$ cat config.mk
export PLATFORM = sky130hd
export DESIGN_NAME = fsm_led_seq_driver
export DESIGN_NICKNAME = d
export VERILOG_FILES = /design/src/rtl/fsm_led_seq_driver_pkg.sv /design/src/rtl/fsm_led_path_lut.sv /design/src/rtl/fsm_led_seq_driver.sv
export SDC_FILE = /design/constraint.sdc
export NUM_CORES = 1
export LEC_CHECK = 0
export ABC_AREA = 1
export BUFFER_PORTS_ARGS = -buffer_cell sky130_fd_sc_hd__clkbuf_2
export CAP_MARGIN = 20
export CORE_UTILIZATION = 50
export CTS_BUF_LIST = sky130_fd_sc_hd__clkbuf_4 sky130_fd_sc_hd__clkbuf_8
export DETAILED_ROUTE_END_ITERATION = 7
export PLACE_DENSITY = 0.77
export SLEW_MARGIN = 20
export SYNTH_ARGS = -nofsm -noshare
export SYNTH_HDL_FRONTEND = slang
export SYNTH_SLANG_ARGS = --single-unit
$ cat constraint.sdc
create_clock -name clk -period 2.96 [get_ports clk]
set_clock_uncertainty 0.2 [all_clocks]
set_input_delay 0.444 -clock clk [delete_from_list [all_inputs] [get_ports clk]]
set_output_delay 0.444 -clock clk [all_outputs]
set_load 0.05 [all_outputs]
$ cat src/rtl/fsm_led_seq_driver_pkg.sv
// Shared encodings for the LED switch-code sequencer: target/led state codes, sw hop codes, driver FSM states.
// Pure declarations; no latency or flow control of its own.
package fsm_led_seq_driver_pkg;

    typedef enum logic [1:0] {
        TGT_IDLE  = 2'b00,
        TGT_LED01 = 2'b01,
        TGT_LED02 = 2'b10,
        TGT_BAD   = 2'b11
    } tgt_t;

    // Downstream led output swaps the two LED bits relative to the target encoding.
    localparam logic [1:0] LED_IDLE  = 2'b00;
    localparam logic [1:0] LED_LED01 = 2'b10;
    localparam logic [1:0] LED_LED02 = 2'b01;

    localparam logic [2:0] SW_NEUTRAL     = 3'b000;
    localparam logic [2:0] SW_IDLE_TO_L01 = 3'b001;
    localparam logic [2:0] SW_L01_TO_L02  = 3'b011;
    localparam logic [2:0] SW_L02_TO_L01  = 3'b110;
    localparam logic [2:0] SW_L02_TO_IDLE = 3'b111;

    typedef enum logic [2:0] {
        S_IDLE  = 3'd0,
        S_DRIVE = 3'd1,
        S_WAIT  = 3'd2,
        S_DONE  = 3'd3,
        S_ERR   = 3'd4
    } drv_state_t;

    function automatic tgt_t led_to_tgt(input logic [1:0] led);
        tgt_t t;
        case (led)
            LED_IDLE:  t = TGT_IDLE;
            LED_LED01: t = TGT_LED01;
            LED_LED02: t = TGT_LED02;
            default:   t = TGT_BAD;
        endcase
        return t;
    endfunction

endpackage

$ cat src/rtl/fsm_led_path_lut.sv
// Maps (current, target) state to up to two sw hops with their expected led feedback.
// Purely combinational, zero latency, no flow control.
module fsm_led_path_lut
    import fsm_led_seq_driver_pkg::*;
(
    input  logic [1:0] cur,
    input  logic [1:0] tgt,
    output logic [2:0] hop1_code,
    output logic [1:0] hop1_exp,
    output logic [2:0] hop2_code,
    output logic [1:0] hop2_exp,
    output logic       two_hop,
    output logic       same,
    output logic       illegal
);

    always_comb begin
        hop1_code = SW_NEUTRAL;
        hop1_exp  = LED_IDLE;
        hop2_code = SW_NEUTRAL;
        hop2_exp  = LED_IDLE;
        two_hop   = 1'b0;
        illegal   = (cur == TGT_BAD) || (tgt == TGT_BAD);
        same      = !illegal && (cur == tgt);
        case ({cur, tgt})
            {TGT_IDLE, TGT_LED01}: begin
                hop1_code = SW_IDLE_TO_L01;
                hop1_exp  = LED_LED01;
            end
            {TGT_IDLE, TGT_LED02}: begin
                hop1_code = SW_IDLE_TO_L01;
                hop1_exp  = LED_LED01;
                hop2_code = SW_L01_TO_L02;
                hop2_exp  = LED_LED02;
                two_hop   = 1'b1;
            end
            {TGT_LED01, TGT_LED02}: begin
                hop1_code = SW_L01_TO_L02;
                hop1_exp  = LED_LED02;
            end
            // No direct LED01->IDLE code exists, so route through LED02.
            {TGT_LED01, TGT_IDLE}: begin
                hop1_code = SW_L01_TO_L02;
                hop1_exp  = LED_LED02;
                hop2_code = SW_L02_TO_IDLE;
                hop2_exp  = LED_IDLE;
                two_hop   = 1'b1;
            end
            {TGT_LED02, TGT_LED01}: begin
                hop1_code = SW_L02_TO_L01;
                hop1_exp  = LED_LED01;
            end
            {TGT_LED02, TGT_IDLE}: begin
                hop1_code = SW_L02_TO_IDLE;
                hop1_exp  = LED_IDLE;
            end
            default: ;
        endcase
    end

endmodule

$ cat src/rtl/fsm_led_seq_driver.sv
// Walks the downstream LED FSM to a requested state with held sw hop codes; done/err pulse at the end.
// Latency HOLD_CYC+2 cycles for one hop (+HOLD_CYC+1 per extra hop); req_ready low while busy, requests then are dropped.
module fsm_led_seq_driver
    import fsm_led_seq_driver_pkg::*;
#(
    parameter int HOLD_CYC    = 4,
    parameter int TIMEOUT_CYC = 16,
    parameter int CNT_W       = 8
) (
    input  logic       clk,
    input  logic       rst,
    input  logic       req_valid,
    input  logic [1:0] req_target,
    output logic       req_ready,
    input  logic [1:0] led_fb,
    output logic [2:0] sw,
    output logic       busy,
    output logic       done,
    output logic       err,
    output logic [1:0] cur_state
);

    localparam logic [CNT_W-1:0] HOLD_LAST = CNT_W'(HOLD_CYC - 1);
    localparam logic [CNT_W-1:0] TO_LAST   = CNT_W'(TIMEOUT_CYC - 1);
    localparam logic [CNT_W-1:0] CNT_MAX   = '1;

    drv_state_t       state_q, state_d;
    logic [CNT_W-1:0] cnt_q, cnt_d, cnt_inc;
    logic [2:0]       sw_q, sw_d;
    logic [1:0]       cur_state_q, cur_state_d;
    logic [2:0]       hop1_code_q, hop1_code_d, hop2_code_q, hop2_code_d;
    logic [1:0]       hop1_exp_q, hop1_exp_d, hop2_exp_q, hop2_exp_d;
    logic             two_hop_q, two_hop_d, second_q, second_d;

    tgt_t       fb_tgt;
    logic [2:0] lut_hop1_code, lut_hop2_code;
    logic [1:0] lut_hop1_exp, lut_hop2_exp;
    logic       lut_two_hop, lut_same, lut_illegal;
    logic [1:0] wait_exp;

    assign fb_tgt = led_to_tgt(led_fb);

    fsm_led_path_lut u_lut (
        .cur       (fb_tgt),
        .tgt       (req_target),
        .hop1_code (lut_hop1_code),
        .hop1_exp  (lut_hop1_exp),
        .hop2_code (lut_hop2_code),
        .hop2_exp  (lut_hop2_exp),
        .two_hop   (lut_two_hop),
        .same      (lut_same),
        .illegal   (lut_illegal)
    );

    always_ff @(posedge clk or negedge rst) begin
        if (!rst) begin
            state_q     <= S_IDLE;
            cnt_q       <= '0;
            sw_q        <= SW_NEUTRAL;
            cur_state_q <= TGT_IDLE;
            hop1_code_q <= SW_NEUTRAL;
            hop2_code_q <= SW_NEUTRAL;
            hop1_exp_q  <= LED_IDLE;
            hop2_exp_q  <= LED_IDLE;
            two_hop_q   <= 1'b0;
            second_q    <= 1'b0;
        end else begin
            state_q     <= state_d;
            cnt_q       <= cnt_d;
            sw_q        <= sw_d;
            cur_state_q <= cur_state_d;
            hop1_code_q <= hop1_code_d;
            hop2_code_q <= hop2_code_d;
            hop1_exp_q  <= hop1_exp_d;
            hop2_exp_q  <= hop2_exp_d;
            two_hop_q   <= two_hop_d;
            second_q    <= second_d;
        end
    end

    always_comb begin
        state_d     = state_q;
        cnt_d       = cnt_q;
        sw_d        = SW_NEUTRAL;
        hop1_code_d = hop1_code_q;
        hop2_code_d = hop2_code_q;
        hop1_exp_d  = hop1_exp_q;
        hop2_exp_d  = hop2_exp_q;
        two_hop_d   = two_hop_q;
        second_d    = second_q;
        cnt_inc     = (cnt_q == CNT_MAX) ? cnt_q : cnt_q + CNT_W'(1);
        wait_exp    = second_q ? hop2_exp_q : hop1_exp_q;
        // An invalid led code keeps the last good decode rather than reporting 11.
        cur_state_d = (fb_tgt == TGT_BAD) ? cur_state_q : fb_tgt;

        case (state_q)
            S_IDLE: begin
                if (req_valid) begin
                    cnt_d = '0;
                    if (lut_illegal) begin
                        state_d = S_ERR;
                    end else if (lut_same) begin
                        state_d = S_DONE;
                    end else begin
                        state_d     = S_DRIVE;
                        hop1_code_d = lut_hop1_code;
                        hop2_code_d = lut_hop2_code;
                        hop1_exp_d  = lut_hop1_exp;
                        hop2_exp_d  = lut_hop2_exp;
                        two_hop_d   = lut_two_hop;
                        second_d    = 1'b0;
                        sw_d        = lut_hop1_code;
                    end
                end
            end
            S_DRIVE: begin
                if (cnt_q == HOLD_LAST) begin
                    state_d = S_WAIT;
                    cnt_d   = '0;
                end else begin
                    cnt_d = cnt_inc;
                    sw_d  = second_q ? hop2_code_q : hop1_code_q;
                end
            end
            S_WAIT: begin
                if (led_fb == wait_exp) begin
                    if (two_hop_q && !second_q) begin
                        state_d  = S_DRIVE;
                        second_d = 1'b1;
                        cnt_d    = '0;
                        sw_d     = hop2_code_q;
                    end else begin
                        state_d = S_DONE;
                        cnt_d   = '0;
                    end
                end else if (cnt_q == TO_LAST) begin
                    state_d = S_ERR;
                    cnt_d   = '0;
                end else begin
                    cnt_d = cnt_inc;
                end
            end
            S_DONE, S_ERR: begin
                state_d = S_IDLE;
                cnt_d   = '0;
            end
            default: begin
                state_d = S_IDLE;
                cnt_d   = '0;
            end
        endcase
    end

    always_comb begin
        req_ready = (state_q == S_IDLE);
        busy      = (state_q != S_IDLE);
        done      = (state_q == S_DONE);
        err       = (state_q == S_ERR);
        sw        = sw_q;
        cur_state = cur_state_q;
    end

endmodule
==> metrics.cfg <==
[setup_path]
r2r_cells=9
crit_arrival_ns=1.39
timing.rr.start=cnt_q[0]
critPathTopFamily=flip-flops
end_kind=output pin
cp_slowest_cell=dfrtp_1
cp_cell_sequence=nor2_4 -> nand2_2 -> inv_2 -> clkbuf_2
r2r_slack_ns=1.28
critPathMaxFanout=5
critical_path_required_ns=2.32
critical_path_class=flop to output pin
start_kind=flop
crit_buf_inv=2
slowest_delay_ns=0.45
r2r-end=state_q[1]

[die]
io_pins=16
core-area_um2=2781
die_x_um=56.32
fp-row-count=19
die_h_um=56.32
start_util_pct=53.04
dieArea_um2=3171

[synthesis]
yosysSeqAreaShare_pct=42.41
synth_cell_types=30
yosys.area.top_type_share_pct=42.41
yosysWarnings=0
yosysTopAreaCell=dfrtp_1
ys_top_cells_by_area=dfrtp_1, nand2_1, inv_1, nor2_1, nand3_1
synthCells=198
ys_ff_latch=25
syn_area_per_cell_um2=7.450
synthesis.nets=206
netlist_area_um2=1475

[clock_tree]
cts_tree=yes
clk_pin_slew_worst_paths_ns=0.14
cts_resized=0
cts_made_buffers=3
cts.sink_count=25
clock_path_buffers=2
clkLatencyLatePin_ns=0.32
cts_root_buf=clkbuf_4
htree_levels=1

[sta]
period_share_pct=68.83
setup_viol=0
fin_crit_ns=2.037
finalMaxSlewViolations=0
worst_pin_slew_ns=0.6014
hold_violations=0
rsz0062_at_grt=no
fin_setup_tns_ns=0
maxSlewHeadroom_pct=59.91
timing.fmax_ghz=0.4908

[route]
viasPerCell=5.133
drc=0
firstDrtPassIters=4
antenna_left=0
routed_wl_um=2802
drt_iter0_drc=60
avgRoutedWirePerCell_um=11.30
vias=1273

[final_layout]
regArea_um2=625.6
nNetsFinal=226
multi_input_area_um2=737.0
fill_cells=276
post-route-util_pct=58.07
syn_to_final_growth_pct=9.500
n_antenna_cell=0
drive_above_1_share_pct=17.97

[hold_path]
whs_endpoint=cur_state[0]
whs_path_depth=3
hp-start=led_fb[1]
hold_class=input pin to flop

[global_routing]
overflow=0
grt_max_degree=26
grt_pass1_vias=1181
antenna_found_initial=0
grt_pass1_wl_um=5023
grt_usage_pct=20.10

[run_status]
status=finished clean

[pwr]
power.density_nw_per_um2=815.1
p_leak_uw=0.0008410
ir_worst_vdd_mv=0.7711

[placement]
place.gp.congestion=0.9038
post-dp-hpwl_um=2252
io_buffers=15

[flow_run]
max_cap_violations=0

## power breakdown
| part | internal [uW] | leakage, uW | switching [uW] | total, uW |
|---|---|---|---|---|
| combinational | 198 | 0.000490 | 463 | 662 |
| clock | 50.5 | 0.0000177 | 102 | 152 |
| sequential | 430 | 0.000333 | 72.6 | 502 |
## registers in the layout (all words and copies together), names as in the netlist
name / flops
two_hop_q: 1
sw: 3
hop1_code_q: 3
hop2_exp_q: 1
hop2_code_q: 1
cnt_q: 8
cur_state: 2
state_q: 3
second_q: 1
hop1_exp_q: 2
## worst max-delay path by stage
stage          startpoint         to  slack [ns]  cells after the start
2_1_floorplan  state_q[0]       done        0.79                      2
3_3_place_gp    led_fb[0]  two_hop_q        1.25                      8
3_5_place_dp    led_fb[0]  two_hop_q        1.22                      8
4_1_cts        state_q[2]  req_ready        0.91                      4
5_1_grt        state_q[2]  req_ready        0.85                      4
6_report       state_q[2]  req_ready        0.92                      4
## placed cells by master (no fill, tap or decap), drive strengths merged
cell type,count
ha,1
nand2,71
clkinv,1
nor3,5
o211ai,2
nand3b,3
nand4,1
dlygate4sd3,1
xnor2,1
nor2,23
or2,1
o31ai,1
a21oi,4
nand3,14
clkbuf,18
o221ai,1
nor3b,1
xor2,2
inv,27
dfrtp,25
o21ai,13
o22ai,1
## final cells by class
cell class              instances  share of cell area (%)
clock inverters                 1                  0.3098
inverters                      27                   6.274
well taps                      31                   2.401
multi-input cells             145                   45.62
clock buffers                   3                   1.394
flip-flops and latches         25                   38.73
repair buffers                 16                   5.267
## through the flow
stage / total power, uW / std cells / hold WS, ns / worst slack [ns] / area, um2
after CTS: 1327 / 248 / 0.2259 / 0.9145 / 1615
after global routing: 1425 / 248 / 0.2436 / 0.8479 / 1615
final: 1317 / 248 / 0.2385 / 0.9226 / 1615
after detailed placement: 1172 / 243 / 0.2715 / 1.220 / 1578
after floorplan: 1033 / 198 / -0.05159 / 0.7923 / 1475
after global placement: 1155 / 243 / 0.2680 / 1.249 / 1578
## cell usage after synthesis (all sizes together)
| library cell | number |
|---|---|
| nand2 | 71 |
| inv | 27 |
| dfrtp | 25 |
| nor2 | 23 |
| nand3 | 14 |
| o21ai | 13 |
| nor3 | 5 |
| a21oi | 4 |
| nand3b | 3 |
| o211ai | 2 |
| xor2 | 2 |
| buf | 1 |
| ha | 1 |
| nand4 | 1 |
| nor3b | 1 |
| o221ai | 1 |
| o22ai | 1 |
| o31ai | 1 |
| or2 | 1 |
| xnor2 | 1 |
## worst min-delay path: stages
cell      delay (ns)
clkbuf_2        0.13
inv_2           0.11
nor2_1          0.05
## cell families (layout without fill, tap and decap cells)
group	count (synthesis)	count (layout)	synth area share, %
and+or+nand+nor	119	119	38.76
DFF	25	25	42.41
AOI/OAI and AO/OA	22	22	8.567
adders and majority gates	1	1	0.8480
buffers and inverters	28	47	7.634
xor gates and xnor gates	3	3	1.781
## repair_timing
action,4_1_cts,5_1_grt
endpoints found under the hold margin,25,0
buffers inserted,0,0
hold buffers,1,0
## per-layer routing
| layer | vias to the layer above | GRT usage, % | share of wire [%] |
|---|---|---|---|
| li1 | 666 | - | - |
| met1 | 574 | 28.72 | 49 |
| met2 | 31 | 32.31 | 45 |
| met3 | 2 | 2.304 | 6.1 |
| met4 | 0 | 5.923 | 0.68 |
| met5 | - | 0 | 0 |
(Power assumes the default switching activity.)
